## src/rtl/argmax_pkg.sv

```systemverilog
// argmax_pkg: shared types and helpers for the argmax_sequencer block.
//   state_e   : frame controller states (IDLE, ACCUM, DONE)
//   idx_width : channel-index width for a given channel count (never below 1)
package argmax_pkg;

  typedef enum logic [1:0] {
    IDLE  = 2'd0,
    ACCUM = 2'd1,
    DONE  = 2'd2
  } state_e;

  function automatic int idx_width(input int n);
    return (n > 1) ? $clog2(n) : 1;
  endfunction

endpackage

```

## src/rtl/argmax_sequencer_bias_regfile.sv

```systemverilog
// bias_regfile: one bias register per output channel.
//   clk, rst : clock, synchronous active-high clear of every entry
//   we, waddr, wdata : synchronous write port (out-of-range addresses dropped)
//   raddr, rdata     : combinational read port
module bias_regfile #(
  parameter int DATA_WIDTH     = 8,
  parameter int OUTPUT_CHANNEL = 10,
  parameter int IDX_W          = 4
) (
  input  logic                  clk,
  input  logic                  rst,
  input  logic                  we,
  input  logic [IDX_W-1:0]      waddr,
  input  logic [DATA_WIDTH-1:0] wdata,
  input  logic [IDX_W-1:0]      raddr,
  output logic [DATA_WIDTH-1:0] rdata
);

  localparam logic [IDX_W:0] NCH = (IDX_W+1)'(OUTPUT_CHANNEL);

  logic [DATA_WIDTH-1:0] mem_q [OUTPUT_CHANNEL];
  logic                  waddr_ok_s;
  logic                  raddr_ok_s;

  assign waddr_ok_s = ({1'b0, waddr} < NCH);
  assign raddr_ok_s = ({1'b0, raddr} < NCH);

  // Bias storage: clear on reset, otherwise accept in-range writes.
  always_ff @(posedge clk) begin
    if (rst) begin
      for (int i = 0; i < OUTPUT_CHANNEL; i++) begin
        mem_q[i] <= '0;
      end
    end else if (we && waddr_ok_s) begin
      mem_q[waddr] <= wdata;
    end
  end

  // Read port; an out-of-range index reads as zero instead of indexing past the array.
  always_comb begin
    rdata = '0;
    if (raddr_ok_s) begin
      rdata = mem_q[raddr];
    end else begin
      rdata = '0;
    end
  end

endmodule

```

## src/rtl/argmax_sequencer.sv

```systemverilog
// argmax_sequencer: streams one frame of OUTPUT_CHANNEL class scores, adds the
// per-channel bias, and reports the channel with the largest biased score.
//   clk, rst                           : clock, synchronous active-high reset
//   start                              : begin a frame (IDLE only)
//   bias_we, bias_addr, bias_wdata     : bias write port (IDLE only)
//   in_valid, in_ready, in_score       : score stream, channels in order 0..N-1
//   out_valid, out_ready               : result handshake
//   number, max_score                  : winning channel and its biased score
//   busy                               : high whenever not IDLE
module argmax_sequencer
  import argmax_pkg::*;
#(
  parameter int DATA_WIDTH     = 8,
  parameter int OUTPUT_CHANNEL = 10,
  parameter int IDX_W          = idx_width(OUTPUT_CHANNEL)
) (
  input  logic                  clk,
  input  logic                  rst,
  input  logic                  start,
  input  logic                  bias_we,
  input  logic [IDX_W-1:0]      bias_addr,
  input  logic [DATA_WIDTH-1:0] bias_wdata,
  input  logic                  in_valid,
  output logic                  in_ready,
  input  logic [DATA_WIDTH-1:0] in_score,
  output logic                  out_valid,
  input  logic                  out_ready,
  output logic [IDX_W-1:0]      number,
  output logic [DATA_WIDTH:0]   max_score,
  output logic                  busy
);

  localparam logic [IDX_W-1:0] LAST_IDX = IDX_W'(OUTPUT_CHANNEL - 1);

  state_e                state_q, state_d;
  logic [IDX_W-1:0]      cnt_q, cnt_d;
  logic [DATA_WIDTH:0]   run_max_q, run_max_d;
  logic [IDX_W-1:0]      run_idx_q, run_idx_d;
  logic [IDX_W-1:0]      number_q, number_d;
  logic [DATA_WIDTH:0]   max_score_q, max_score_d;

  logic [DATA_WIDTH-1:0] bias_rd_s;
  logic [DATA_WIDTH:0]   sum_s;
  logic                  take_s;
  logic [DATA_WIDTH:0]   new_max_s;
  logic [IDX_W-1:0]      new_idx_s;

  bias_regfile #(
    .DATA_WIDTH     (DATA_WIDTH),
    .OUTPUT_CHANNEL (OUTPUT_CHANNEL),
    .IDX_W          (IDX_W)
  ) u_bias (
    .clk   (clk),
    .rst   (rst),
    .we    (bias_we && (state_q == IDLE)),
    .waddr (bias_addr),
    .wdata (bias_wdata),
    .raddr (cnt_q),
    .rdata (bias_rd_s)
  );

  // One extra bit keeps score + bias from wrapping. Strict '>' keeps the
  // earlier (lower) index on ties; channel 0 always seeds the running max.
  assign sum_s     = {1'b0, in_score} + {1'b0, bias_rd_s};
  assign take_s    = (cnt_q == '0) || (sum_s > run_max_q);
  assign new_max_s = take_s ? sum_s : run_max_q;
  assign new_idx_s = take_s ? cnt_q : run_idx_q;

  // Next-state logic for the frame FSM, counter, running max and result.
  always_comb begin
    state_d     = state_q;
    cnt_d       = cnt_q;
    run_max_d   = run_max_q;
    run_idx_d   = run_idx_q;
    number_d    = number_q;
    max_score_d = max_score_q;
    case (state_q)
      IDLE: begin
        if (start) begin
          state_d   = ACCUM;
          cnt_d     = '0;
          run_max_d = '0;
          run_idx_d = '0;
        end else begin
          state_d = IDLE;
        end
      end
      ACCUM: begin
        if (in_valid) begin
          run_max_d = new_max_s;
          run_idx_d = new_idx_s;
          if (cnt_q == LAST_IDX) begin
            // Result includes this final beat's own comparison.
            state_d     = DONE;
            cnt_d       = '0;
            number_d    = new_idx_s;
            max_score_d = new_max_s;
          end else begin
            cnt_d = cnt_q + IDX_W'(1);
          end
        end else begin
          state_d = ACCUM;
        end
      end
      DONE: begin
        if (out_ready) begin
          state_d = IDLE;
        end else begin
          state_d = DONE;
        end
      end
      default: begin
        state_d = IDLE;
      end
    endcase
  end

  // State and datapath registers with synchronous reset.
  always_ff @(posedge clk) begin
    if (rst) begin
      state_q     <= IDLE;
      cnt_q       <= '0;
      run_max_q   <= '0;
      run_idx_q   <= '0;
      number_q    <= '0;
      max_score_q <= '0;
    end else begin
      state_q     <= state_d;
      cnt_q       <= cnt_d;
      run_max_q   <= run_max_d;
      run_idx_q   <= run_idx_d;
      number_q    <= number_d;
      max_score_q <= max_score_d;
    end
  end

  // Handshake outputs decode only the state register.
  assign in_ready  = (state_q == ACCUM);
  assign out_valid = (state_q == DONE);
  assign busy      = (state_q != IDLE);
  assign number    = number_q;
  assign max_score = max_score_q;

endmodule

```

## config.mk

```make
export PLATFORM = sky130hd
export DESIGN_NAME = argmax_sequencer
export DESIGN_NICKNAME = d
export VERILOG_FILES = /design/src/rtl/argmax_pkg.sv /design/src/rtl/argmax_sequencer_bias_regfile.sv /design/src/rtl/argmax_sequencer.sv
export SDC_FILE = /design/constraint.sdc
export NUM_CORES = 1
export LEC_CHECK = 0
export CAP_MARGIN = 10
export CORE_MARGIN = 3
export CORE_UTILIZATION = 62
export DETAILED_ROUTE_END_ITERATION = 8
export GPL_TIMING_DRIVEN = 0
export PLACE_DENSITY_LB_ADDON = 0.3
export SLEW_MARGIN = 20
export SYNTH_ARGS = -nofsm -noshare
export SYNTH_HDL_FRONTEND = slang
export SYNTH_HIERARCHICAL = 1
export SYNTH_SLANG_ARGS = --single-unit
```

## constraint.sdc

```tcl
create_clock -name clk -period 7.9 [get_ports clk]
set_input_delay 1.58 -clock clk [delete_from_list [all_inputs] [get_ports clk]]
set_output_delay 1.58 -clock clk [all_outputs]
set_load 0.01 [all_outputs]
```

# Word-level counts from Yosys, hierarchy flattened
# Memories as Yosys holds them, arrays and structs flattened. A register that Yosys moved wholly into a read port is not among the register bits.
# Index checks and enable logic that the tools add are counted.
[classes] muxes=27 n_addsub=2 eq_ne=6 order_cmp=3 n_reduce_logical=10
[ops] op="2-to-1 mux 4 bit" count=8
[ops] op="2-to-1 mux 9 bit" count=3
[ops] op="case mux 9 bit (2 select lines)" count=1
[ops] op="2-to-1 mux 8 bit" count=2
[ops] op="case mux 4 bit (2 select lines)" count=2
[ops] op="adder 8 x 8 -> 9 bit" count=1
[ops] op="greater-than comparator 9 bit" count=1
[ops] op="less-than comparator 4 bit, second input constant" count=2
[ops] op="OR reduction 8 bit" count=1
[ops] op="2-to-1 mux 1 bit" count=7
[ops] op="2-to-1 mux 2 bit" count=3
[ops] op="case mux 2 bit (3 select lines)" count=1
[ops] op="AND reduction 3 bit" count=2
[ops] op="adder 4 x 1 -> 4 bit, second input constant" count=1
[ops] op="== test 4 bit, second input constant" count=1
[ops] op="zero test 4 bit" count=1
[ops] op="!= test 2 bit, second input constant" count=2
[ops] op="nonzero test 2 bit" count=2
[ops] op="!= test 3 x 2 -> 1 bit, second input constant" count=1
[ops] op="== test 2 x 1 -> 1 bit, second input constant" count=1
[ops] op="== test 2 bit, second input constant" count=1
[ops] op="logical AND 1 bit" count=2
[ops] op="zero test 2 bit" count=1
[ops] op="logical OR 1 bit" count=1
[word_totals] output_inout_bits=16 word_cells=55 ff_bits=32 inputBits=26 mem_count=1 ram_bits=80
[memory_table] name="u_bias.mem_q" words=10 width=8 rd=1 rd_ports_with_merged_regs=1 write_ports=10 line_no="argmax_sequencer_bias_regfile.sv:21" source="logic [DATA_WIDTH-1:0] mem_q [OUTPUT_CHANNEL];"

# Depth between registers and ports, before layout
[logic_depth] depth_word=8 mapped_depth=19 ltp_nobuf=15

# Hierarchy
# The synthesis kept the hierarchy.
[modules_own_cells] module="bias_regfile" seq_area_each_um2=2402.3 n_inst=1 cells_per_inst=289 area_each_um2=3784.9
[modules_own_cells] module="argmax_sequencer" seq_area_each_um2=640.6 n_inst=1 cells_per_inst=246 area_each_um2=2107.0

# Worst setup path after synthesis
# Ideal clock, no wire load.
[synth_timing] path_type="input to register" start="in in_score[0]" end="reg run_idx_q[0]" setup_slack_ps=3448 path_stages=13 n_path_buf=2 arrival_time_ps=4360 required_ps=7808 setup_time_ps=92 path_cell_list="ha_1 -> fa_1 -> a21oi_1 -> o2111ai_1 -> xor2_1 -> ha_1 -> and4_1 -> clkbuf_1 -> nand3_1 -> nor2_2 -> or4_4 -> buf_6 -> o32ai_1"
[synth_via] elab_chain_len=6
[synth_lines] item="start, declared" line_no="argmax_sequencer.sv:25" source="input logic [DATA_WIDTH-1:0] in_score,"
[synth_lines] item="adder 8 x 8 -> 9 bit" line_no="argmax_sequencer.sv:64" source="assign sum_s = {1'b0, in_score} + {1'b0, bias_rd_s};"
[synth_lines] item="greater-than comparator 9 bit" line_no="argmax_sequencer.sv:65" source="assign take_s = (cnt_q == '0) || (sum_s > run_max_q);"
[synth_lines] item="logical OR 1 bit" line_no="argmax_sequencer.sv:65"
[synth_lines] item="2-to-1 mux 4 bit" line_no="argmax_sequencer.sv:67" source="assign new_idx_s = take_s ? cnt_q : run_idx_q;"
[synth_lines] item="2-to-1 mux 4 bit" line_no="argmax_sequencer.sv:89" source="if (in_valid) begin"
[synth_lines] item="case mux 4 bit (2 select lines)" line_no="argmax_sequencer.sv:77" source="case (state_q)"
[synth_lines] item="end signal, assigned" line_no="argmax_sequencer.sv:131" source="run_idx_q <= run_idx_d;"
[synth_lines] item="end, declared" line_no="argmax_sequencer.sv:38" source="logic [IDX_W-1:0] run_idx_q, run_idx_d;"
# Every way passes these cells. The select of a mux whose other input is x is not followed.
# A chain may end at the register's enable or synchronous reset.

# Final worst setup path
[layout_timing] start="in in_score[0]" end="reg max_score_q[8] (netlist: max_score[8])"
[layout_via] elab_chain_len=4
[layout_lines] item="adder 8 x 8 -> 9 bit (*)" line_no="argmax_sequencer.sv:64"
[layout_lines] item="greater-than comparator 9 bit" line_no="argmax_sequencer.sv:65"
[layout_lines] item="logical OR 1 bit" line_no="argmax_sequencer.sv:65"
[layout_lines] item="2-to-1 mux 9 bit (*)" line_no="argmax_sequencer.sv:66" source="assign new_max_s = take_s ? sum_s : run_max_q;"
[layout_lines] item="end signal, assigned" line_no="argmax_sequencer.sv:133" source="max_score_q <= max_score_d;"
[layout_lines] item="end, declared" line_no="argmax_sequencer.sv:40" source="logic [DATA_WIDTH:0] max_score_q, max_score_d;"
# Every way passes the cells marked *; elsewhere a longest branch is shown, timed or not.

==> flow_summary.ini <==
[outcome]
status = complete, no violations

[synth]
synth_common_cells = 99 x nor2_1, 80 x edfxtp_1, 41 x mux2i_1
synthesis.nets = 582
yosysTopAreaCellShare_pct = 40.8
synth_top_cell_by_area = edfxtp_1
yosysMostFrequentCell = nor2_1
synth-seq-cells = 112
ys_warn_count = 6
synthTopCellsByArea = edfxtp_1 41%, dfxtp_1 11%, mux2i_1 7.0%, nor2_1 6.3%, ha_1 4.2%
postSynthCellCount = 535
ys_async_sr_fraction_pct = 0
syn_avg_cell_area_sq_um = 11.0
syn-cell-area_sq_um = 5890
synth_edf_count = 80
ys_seq_area_share_pct = 51.6
synth.distinct_cells = 68
ys.flop_type = edfxtp_1

[floorplan]
initial_core_util_pct = 65.6
die_h_um = 103
dieArea_sq_um = 10700
num_io_pins = 42
core_sq_um = 8980
fp-row-count = 34
dieWidth_um = 103

[pwr]
cellPowerDensity_nw_per_um2 = 184
ir_drop_mv = 0.151
power.leakage_nw = 2.27

[hold_path]
hp-class = flip-flop to flip-flop
holdCritStartpoint = run_idx_q[0]
holdPathStages = 2

[global_route]
grt.busiest_layer = met2
grt_use_met1_pct = 34.7
grt_pass1_vias = 4345
grt_max_degree = 21
antenna_found_initial = 0
grt_pass1_wl_um = 22000
gr-usage-all-layers_pct = 27.2
grtUsageMet3_pct = 6.10
grt-ovfl-total = 0
use_met2_pct = 46.2

[timing]
fmax_mhz = 190
worst_slew_pin_slew_ns = 0.675
hold_viol = 0
rsz0062_at_grt = no
min_period_ns = 5.27
skew_ns = 0.0147
final_max_slew_viol_count = 0
tns_ns = 0
setup-violations-final = 0
max_slew_margin_pct = 55.0
period_share_pct = 66.6
whs_ns = 0.489

[detailed_routing]
wl_per_cell_um = 19.4
dr.pass1.iters = 5
drt-total-wl_um = 13900
final_antenna_net_count = 0
drc = 0
routed-via-count = 4414
viasPerCell = 6.16
first_iter_violations = 287

[placed_design]
port-buffer-count = 39
gp_congestion = 0.871
place_hpwl_um = 10400

[clock_tree]
cts_hold_repair.buffers = 0
post_cts_buffers = 0
cts_tree = built
cts_root_buf = clkbuf_8
path_clk_slew_ns = 0.12
clk_latency_ns = 0.37
cts_buffer_depth = 2
cts_max_level = 3
numCtsBuffers = 9
ctsResizeCount = 0
clkSinkCount = 112

[job]
max_cap_viol_count = 0

[final_layout]
drive_above_1_share_pct = 9.83
fillCellCount = 614
nNetsFinal = 632
area_delta_synth_final_pct = 12.5
n_antenna_cell = 0

[setup_path]
end_kind = flip-flop
startpoint = in_score[0]
cp.arrival_ns = 5.53
rr_startpoint = cnt_q[2]
worst-setup-path-type = input pin to flip-flop
cp-start-kind = input pin
worstPathRequired_ns = 8.16
cp_max_fo = 10
r2r_cells = 15
## sequential cells by signal, indices dropped and copies added (netlist names)
register      cells
number            4
state_q           2
cnt_q             4
max_score         9
u_bias/mem_q     80
run_idx_q         4
run_max_q         9
## path summary, 6_finish.rpt
| check | end | slack, ns |
|---|---|---|
| worst max register to register | max_score[8] | 2.73 |
| worst min-delay path | run_idx_q[0] | 0.49 |
| worst max-delay path | max_score[8] | 2.63 |
| worst min register to register | run_idx_q[0] | 0.49 |
## cell type report
| cell class | instances | area, sq um | area share [%] |
|---|---|---|---|
| multi-input combinational | 357 | 2540 | 38.3 |
| timing repair buffer | 39 | 390 | 5.89 |
| buffer | 28 | 169 | 2.55 |
| tap | 126 | 158 | 2.38 |
| inverter | 38 | 143 | 2.15 |
| clock buffer | 9 | 124 | 1.87 |
| clock inverter | 7 | 62.6 | 0.944 |
| sequential | 112 | 3040 | 45.9 |
## power breakdown
| part | leakage, nW | switching [mW] | total, mW | internal (mW) |
|---|---|---|---|---|
| logic | 1.08 | 0.145 | 0.237 | 0.0916 |
| clock network | 0.0928 | 0.206 | 0.327 | 0.122 |
| registers | 1.09 | 0.00852 | 0.655 | 0.646 |
| total | 2.27 | 0.359 | 1.22 | 0.860 |
## metrics by stage
stage | total power, mW | cell area (sq um) | util [%] | worst slack [ns] | std cells
after detailed placement | 0.900 | 6440 | 71.7 | 2.29 | 700
after global placement | 0.891 | 6440 | 71.7 | 2.37 | 700
after floorplan | 0.830 | 5890 | - | 3.45 | 535
final | 1.22 | 6630 | 73.8 | 2.63 | 716
after CTS | 1.22 | 6630 | 73.8 | 2.66 | 716
after global routing | 1.27 | 6630 | 73.8 | 2.37 | 716
## layout by cell type, fill, tap and decap left out, types with 3 or more instances in the layout
cell type	n
a211oi_1	9
a21oi_1	9
a311oi_1	3
and2_1	3
buf_1	5
buf_2	4
buf_4	3
buf_6	6
clkbuf_1	8
clkbuf_8	9
clkdlybuf4s50_1	39
dfxtp_1	32
edfxtp_1	80
ha_1	20
inv_1	38
inv_8	3
mux2i_1	41
nand2_1	10
nand2b_1	17
nand3_1	8
nand3_2	9
nand3b_1	4
nand4_1	5
nor2_1	99
nor2b_1	5
nor3_1	5
nor3b_1	3
nor4_1	13
o21ai_0	4
o221ai_1	8
o22ai_1	11
o31a_1	8
o32ai_1	10
xnor2_1	6
## layer usage
metal	part of all wire, %	vias to the layer above	wire (um)
li1	-	2074	-
met1	41	2123	5740
met2	49	195	6750
met3	7.3	22	1020
met4	2.5	0	348
met5	0	-	0
## cell families (layout without fill, tap and decap cells)
group,after synthesis,after routing,share of synthesized area [%]
muxes,41,41,6.97
buffers and inverters,66,121,5.29
adders and majority gates,21,21,4.59
DFF,112,112,51.6
and+or+nand+nor,205,205,19.0
AOI/OAI and AO/OA,82,82,11.3
xor gates and xnor gates,8,8,1.19
## worst max-delay path: stages
cell             delay [ns]
clkdlybuf4s50_1        0.43
ha_1                   0.26
fa_1                   0.42
a21oi_1                0.27
o2111ai_1              0.21
xor2_1                 0.35
ha_1                   0.33
a211oi_1               0.22
nor2_1                 0.13
a2111oi_4              0.67
nor2_1                 0.26
o311ai_0               0.39
Note: power is estimated with default switching activity, not from simulation.
